<file path="src/rtl/alu_issue_ctrl_if.sv">
// rtl/alu_issue_ctrl_if.sv - instruction and result handshake bundle for alu_issue_ctrl (ALU_ISSUE_ZFLAG_EN adds res_zero)
interface alu_issue_ctrl_if;
    logic        in_valid;
    logic        in_ready;
    logic [15:0] in_instr;
    logic        res_valid;
    logic        res_ready;
    logic [7:0]  res_data;
    logic [1:0]  res_rd;
    logic        res_cout;
`ifdef ALU_ISSUE_ZFLAG_EN
    logic        res_zero;

    modport master (
        output in_valid, in_instr, res_ready,
        input  in_ready, res_valid, res_data, res_rd, res_cout, res_zero
    );
    modport slave (
        input  in_valid, in_instr, res_ready,
        output in_ready, res_valid, res_data, res_rd, res_cout, res_zero
    );
`else
    modport master (
        output in_valid, in_instr, res_ready,
        input  in_ready, res_valid, res_data, res_rd, res_cout
    );
    modport slave (
        input  in_valid, in_instr, res_ready,
        output in_ready, res_valid, res_data, res_rd, res_cout
    );
`endif
endinterface

</file>
<file path="src/rtl/alu_issue_ctrl.sv">
// rtl/alu_issue_ctrl.sv - issue/writeback controller driving one alu8 (optional zero flag: ALU_ISSUE_ZFLAG_EN)
module alu_issue_ctrl #(
    parameter logic [7:0] REG_INIT = 8'h00
) (
    input  logic             clk,
    input  logic             rst_n,
    alu_issue_ctrl_if.slave  bus,
    output logic [7:0]       alu_a,
    output logic [7:0]       alu_b,
    output logic [2:0]       alu_f,
    input  logic [7:0]       alu_q,
    input  logic             alu_cout,
    output logic             carry_flag
);
    typedef enum logic [1:0] {IDLE, EXEC, RESP} state_t;

    state_t      state_q, state_d;
    logic [15:0] instr_q, instr_d;
    logic [7:0]  rf_q [4];
    logic [7:0]  rf_d [4];
    logic        carry_q, carry_d;
    logic [7:0]  res_data_q, res_data_d;
    logic [1:0]  res_rd_q, res_rd_d;
    logic        res_cout_q, res_cout_d;
    logic [7:0]  wb_val;
    logic        wb_carry;

    logic [2:0] f_op;
    logic       ldi;
    logic [1:0] rd, rs1, rs2;
    logic [7:0] imm;

    assign f_op = instr_q[15:13];
    assign ldi  = instr_q[12];
    assign rd   = instr_q[11:10];
    assign rs1  = instr_q[9:8];
    assign rs2  = instr_q[7:6];
    assign imm  = instr_q[7:0];

`ifdef ALU_ISSUE_ZFLAG_EN
    logic zero_q, zero_d;
    assign bus.res_zero = zero_q;
`endif

    always_comb begin
        state_d    = state_q;
        instr_d    = instr_q;
        rf_d       = rf_q;
        carry_d    = carry_q;
        res_data_d = res_data_q;
        res_rd_d   = res_rd_q;
        res_cout_d = res_cout_q;
`ifdef ALU_ISSUE_ZFLAG_EN
        zero_d     = zero_q;
`endif
        alu_a      = 8'h00;
        alu_b      = 8'h00;
        alu_f      = 3'b000;
        wb_val     = alu_q;
        wb_carry   = alu_cout;
        case (state_q)
            IDLE: begin
                if (bus.in_valid) begin
                    instr_d = bus.in_instr;
                    state_d = EXEC;
                end
            end
            EXEC: begin
                alu_a = rf_q[rs1];
                alu_b = rf_q[rs2];
                alu_f = f_op;
                // LDI keeps the architectural carry; the ALU result is dropped
                if (ldi) begin
                    wb_val   = imm;
                    wb_carry = carry_q;
                end
                rf_d[rd]   = wb_val;
                carry_d    = wb_carry;
                res_data_d = wb_val;
                res_rd_d   = rd;
                res_cout_d = wb_carry;
`ifdef ALU_ISSUE_ZFLAG_EN
                zero_d     = (wb_val == 8'h00);
`endif
                state_d    = RESP;
            end
            RESP: begin
                if (bus.res_ready) state_d = IDLE;
            end
            default: state_d = IDLE;
        endcase
    end

    always_ff @(posedge clk or negedge rst_n) begin
        if (!rst_n) begin
            state_q    <= IDLE;
            instr_q    <= 16'h0000;
            for (int i = 0; i < 4; i++) rf_q[i] <= REG_INIT;
            carry_q    <= 1'b0;
            res_data_q <= 8'h00;
            res_rd_q   <= 2'd0;
            res_cout_q <= 1'b0;
`ifdef ALU_ISSUE_ZFLAG_EN
            zero_q     <= 1'b0;
`endif
        end else begin
            state_q    <= state_d;
            instr_q    <= instr_d;
            rf_q       <= rf_d;
            carry_q    <= carry_d;
            res_data_q <= res_data_d;
            res_rd_q   <= res_rd_d;
            res_cout_q <= res_cout_d;
`ifdef ALU_ISSUE_ZFLAG_EN
            zero_q     <= zero_d;
`endif
        end
    end

    assign bus.in_ready  = (state_q == IDLE);
    assign bus.res_valid = (state_q == RESP);
    assign bus.res_data  = res_data_q;
    assign bus.res_rd    = res_rd_q;
    assign bus.res_cout  = res_cout_q;
    assign carry_flag    = carry_q;
endmodule

</file>
<file path="src/flat_wrapper.sv">
// flat-port wrapper written by rule: the top's interface ports become plain ports
module alu_issue_ctrl_flat 
#(
    parameter logic [7:0] REG_INIT = 8'h00
)
  (clk, rst_n, alu_a, alu_b, alu_f, alu_q, alu_cout, carry_flag, bus_in_valid, bus_in_instr, bus_res_ready, bus_in_ready, bus_res_valid, bus_res_data, bus_res_rd, bus_res_cout);
  alu_issue_ctrl_if bus_i ();
  input  logic clk;
  input  logic rst_n;
  output logic [7:0] alu_a;
  output logic [7:0] alu_b;
  output logic [2:0] alu_f;
  input  logic [7:0] alu_q;
  input  logic alu_cout;
  output logic carry_flag;
  input wire logic [$bits(bus_i.in_valid)-1:0] bus_in_valid;
  input wire logic [$bits(bus_i.in_instr)-1:0] bus_in_instr;
  input wire logic [$bits(bus_i.res_ready)-1:0] bus_res_ready;
  output wire logic [$bits(bus_i.in_ready)-1:0] bus_in_ready;
  output wire logic [$bits(bus_i.res_valid)-1:0] bus_res_valid;
  output wire logic [$bits(bus_i.res_data)-1:0] bus_res_data;
  output wire logic [$bits(bus_i.res_rd)-1:0] bus_res_rd;
  output wire logic [$bits(bus_i.res_cout)-1:0] bus_res_cout;
  assign bus_i.in_valid = bus_in_valid;
  assign bus_i.in_instr = bus_in_instr;
  assign bus_i.res_ready = bus_res_ready;
  assign bus_in_ready = bus_i.in_ready;
  assign bus_res_valid = bus_i.res_valid;
  assign bus_res_data = bus_i.res_data;
  assign bus_res_rd = bus_i.res_rd;
  assign bus_res_cout = bus_i.res_cout;
  alu_issue_ctrl #(.REG_INIT(REG_INIT)) u_core (.clk(clk), .rst_n(rst_n), .bus(bus_i), .alu_a(alu_a), .alu_b(alu_b), .alu_f(alu_f), .alu_q(alu_q), .alu_cout(alu_cout), .carry_flag(carry_flag));
endmodule
</file>
<file path="config.mk">
export PLATFORM = sky130hd
export DESIGN_NAME = alu_issue_ctrl_flat
export DESIGN_NICKNAME = d
export VERILOG_FILES = /design/src/rtl/alu_issue_ctrl_if.sv /design/src/rtl/alu_issue_ctrl.sv /design/src/flat_wrapper.sv
export SDC_FILE = /design/constraint.sdc
export NUM_CORES = 1
export LEC_CHECK = 0
export ABC_AREA = 1
export CORE_MARGIN = 4
export CORE_UTILIZATION = 50
export DETAILED_ROUTE_END_ITERATION = 8
export PLACE_DENSITY = 0.88
export SLEW_MARGIN = 40
export SYNTH_ARGS = -nofsm -noshare
export SYNTH_HDL_FRONTEND = slang
export SYNTH_SLANG_ARGS = --single-unit
export TNS_END_PERCENT = 100
</file>
<file path="constraint.sdc">
create_clock -name clk -period 3.25 [get_ports clk]
set_input_delay 0.65 -clock clk [delete_from_list [all_inputs] [get_ports clk]]
set_output_delay 0.65 -clock clk [all_outputs]
set_load 0.01 [all_outputs]
</file>
Word-level counts from Yosys, hierarchy flattened
Cells that the tools add are included.

word-level totals
  register bits after elaboration = 61
  logic and storage cells = 44
  output and inout port bits = 33
  bits of input ports = 29

operators by class
  equality and inequality tests = 4
  magnitude comparators = 4
  reduce and logical (&&, ||, !) cells = 5
  bitwise operators = 4
  mux-type cells = 18

operators with widths
  operator                                                               count
  8-bit two-way mux                                                      9
  8-bit binary-select mux with 2-bit select                              2
  32-bit bitwise mux                                                     1
  8-bit demux with 2-bit select                                          1
  3-bit >= comparator, second input constant                             3
  2-bit inverter with 3-bit output                                       3
  2-bit case mux with 3 select lines                                     1
  2-bit AND reduction                                                    3
  2-bit two-way mux                                                      2
  2-bit inequality test, second input constant                           2
  3-bit by 1-bit < comparator with 1-bit output, second input constant   1
  3-bit two-way mux                                                      1
  2-bit by 1-bit equality test with 1-bit output, second input constant  1
  2-bit equality test, second input constant                             1
  2-bit logical NOT                                                      1
  1-bit logical AND                                                      1
  1-bit two-way mux                                                      1
  1-bit inverter                                                         1

Depth between registers and ports, before layout
  word-level depth = 6
  mapped depth = 7
  gate-level depth less buffers = 6

Worst setup path after synthesis
Ideal clock, no wire load.

  path kind = reg-to-output
  from = register u_core.instr_q[6]
  to = output alu_b[7]
  data required time = 2.600 ns
  cell stages (with the launch flop) = 7
  path slack = 1.551 ns
  arrival = 1.049 ns
  buffers on the path = 2
  cell sequence = dfrtp_1 -> buf_2 -> inv_2 -> buf_2 -> nand2_1 -> nand3_1 -> a21oi_1

on the way
  word-level cells in the longest chain between the ends = 5

RTL lines
  what                                                    line                   source
  from (decl)                                             alu_issue_ctrl.sv:18   logic [15:0] instr_q, instr_d;
  from (signal assigned)                                  alu_issue_ctrl.sv:108  instr_q <= instr_d;
  2-bit inverter with 3-bit output (implied by the code)  alu_issue_ctrl.sv:70   alu_b = rf_q[rs2];
  8-bit binary-select mux with 2-bit select               alu_issue_ctrl.sv:70
  8-bit two-way mux (implied by the code) (2 in a row)    alu_issue_ctrl.sv:70
  8-bit two-way mux                                       alu_issue_ctrl.sv:61   case (state_q)
  to (decl)                                               flat_wrapper.sv:11     output logic [7:0] alu_b;

Every way passes these cells. The select of a mux whose other input is x is not followed.

Worst setup path after layout
  from = register u_core.instr_q[6]
  to = output alu_b[6]

Same word-level chain as after synthesis.

==> impl_metrics.ini <==
[timing]
setup_violations = 0
tightestPinTransition_ns = 0.779
slew_violations = 0
tns_ns = 0
rsz0062_at_grt = false
slew_headroom = 0.479
hold_viol = 0
period_needed_ns = 2.97
period_share = 0.914
fmax_ghz = 0.337
clock-skew-final_ns = 0.00492
layout_setup_ws_ns = 0.280

[global_route]
antenna_found_initial = 0
grt_pass1_vias = 2948
grt_pass1_wl_um = 13900
grt_max_degree = 62
grtUsageTotal = 0.236
grt_overflow = 0

[clocking]
clkLatencyLatePin_ns = 0.34
cts_tree = built
cts_root_buf = clkbuf_8
ctsHoldBuffers = 0
post_cts_buffers = 0
h-tree-depth = 3
cts_resized = 0
path_clk_slew_ns = 0.07
clock-sinks = 61
numCtsBuffers = 9
cts_buffer_depth = 2

[critical_path]
crit_slowest_cell = dfrtp_1
crit_family = buffers and inverters
critical_path_class = reg -> out
cp_data_required_time_ns = 2.60
critical_path_arrival_ns = 2.32
reg2reg_slack_ns = 1.51
cp_max_fo = 18
path_cells = inv_2 -> nand2_1 -> nand3_1 -> a21oi_1 -> clkdlybuf4s50_1
timing.critical_path.buf_inv = 2
crit_path_end_kind = output pin
cp-start-kind = flip-flop
critPathMaxStageDelay_ns = 0.70

[hold_path]
worstHoldPathType = in -> async

[yosys]
synth_nets = 470
synth.distinct_cells = 21
yosys-top-cells-count = nand2_1 (235), dfrtp_1 (61), inv_1 (39)
synth_area_per_cell_um2 = 7.35
ys_top_cells_by_area = dfrtp_1 (47%), nand2_1 (27%), nand3_1 (5.1%)
synth.top_cell.area_share = 0.471
async_flop_share = 1.00
ys_ff_latch = 61
synth-edff-count = 0
ys_seq_area_frac = 0.471
yosysTopAreaCell = dfrtp_1
ys.flop_type = dfrtp_1
synth_area_um2 = 3240
synth_warnings = 0
yosys.cell_count.top_type = nand2_1
syn-instance-count = 441

[drt]
vias_per_cell = 5.27
drt_iter0_markers = 272
drtPass1Iterations = 5
wire_per_inst_um = 14.6
wl_um = 8460
routed-via-count = 3064
drc = 0
ant_nets = 0

[pwr]
power_mw = 4.12
power.density_nw_per_um2 = 1010
p_leak_nw = 2.12
vdd_ir_drop_max_mv = 0.592

[die]
die_w_um = 88.5
die_area_um2 = 7830
core-area_um2 = 6310
rows = 29
start_util = 0.513
die_h_um = 88.5
num_io_pins = 62

[status]
status = complete, no violations

[placement]
gp_congestion = 0.831
placed_cells = 565
dp_slack_ns = 0.671
hpwl_um = 5990
io_buffers = 61

[cells_and_area]
utilization = 0.643
area_growth_pct = 25.3
seq_area_um2 = 1530
fill_cells = 547
drive_gt1_frac = 0.0992
instances_no_fill = 581
multiInputGateArea_um2 = 1400
fin_nets = 528
antennaDiodeCount = 0

[run]
cap_viol_max_count = 0
==> state kept, by name (all words and copies together) (netlist names) <==
register,count
u_core.bus.res_data,8
u_core.carry_flag,1
u_core.state_q,2
u_core.bus.res_rd,2
u_core.rf_q,32
u_core.instr_q,16
==> worst reg2reg max path: cells and delay by family, from the launching register on <==
family | cells | cell delay (ns)
AOI/OAI and AO/OA | 1 | 0.15
buffers and inverters | 2 | 0.49
and+or+nand+nor | 2 | 0.52
DFF | 1 | 0.47
==> power breakdown <==
| part | internal (mW) | switching, mW | leakage, nW |
|---|---|---|---|
| logic | 0.775 | 1.20 | 1.27 |
| registers | 1.13 | 0.304 | 0.752 |
| clock network | 0.416 | 0.291 | 0.106 |
| total | 2.32 | 1.80 | 2.12 |
==> logic make-up after synthesis <==
group	Yosys count	share of synthesized area
DFF	61	0.471
buffers and inverters	67	0.0973
AOI/OAI and AO/OA	31	0.0618
and+or+nand+nor	282	0.370
==> metal layers <==
layer,GRT usage,part of all wire,up-vias,routed length [µm]
met1,0.302,0.41,1441,3480
met2,0.386,0.49,150,4190
met3,0.0736,0.084,14,714
li1,-,-,1459,-
met4,0.0728,0.0096,0,81
met5,0,0,-,0
==> layout make-up <==
cell class	instances	area share
multi-input combinational	313	0.345
timing repair buffer	64	0.156
clock inverter	3	0.0105
tap	77	0.0237
sequential	61	0.376
clock buffer	13	0.0416
inverter	50	0.0481
==> final timing paths <==
check	to	depth (start not counted)	start
min in group clk	u_core.instr_q[5]$_DFFE_PN0P_	2	u_core.instr_q[5]$_DFFE_PN0P_
max reg2reg	u_core.carry_flag$_DFFE_PN0P_	5	u_core.state_q[1]$_DFFE_PN0P_
min reg2reg	u_core.instr_q[5]$_DFFE_PN0P_	2	u_core.instr_q[5]$_DFFE_PN0P_
max	alu_b[6]	5	u_core.instr_q[6]$_DFFE_PN0P_
min	u_core.instr_q[9]$_DFFE_PN0P_	2	rst_n
max in group asynchronous	u_core.instr_q[13]$_DFFE_PN0P_	2	rst_n
==> per-stage QoR <==
step | instance area (µm²) | hold slack, ns
floorplan | 3240 | 0.354
global placement | 3840 | 0.463
detailed placement | 3840 | 0.466
CTS | 4060 | 0.483
global route | 4060 | 0.407
finish | 4060 | 0.363
==> cell usage in the layout, fill, tap and decap left out, drive strengths merged <==
master	netlist	final
a21oi	16	16
buf	17	4
bufinv	0	1
clkbuf	0	13
clkdlybuf4s50	0	60
clkinv	2	3
clkinvlp	0	1
dfrtp	61	61
inv	48	48
nand2	239	239
nand3	37	37
nor2	6	6
o21ai	15	15
No activity file was read; power rests on OpenSTA's default activity.
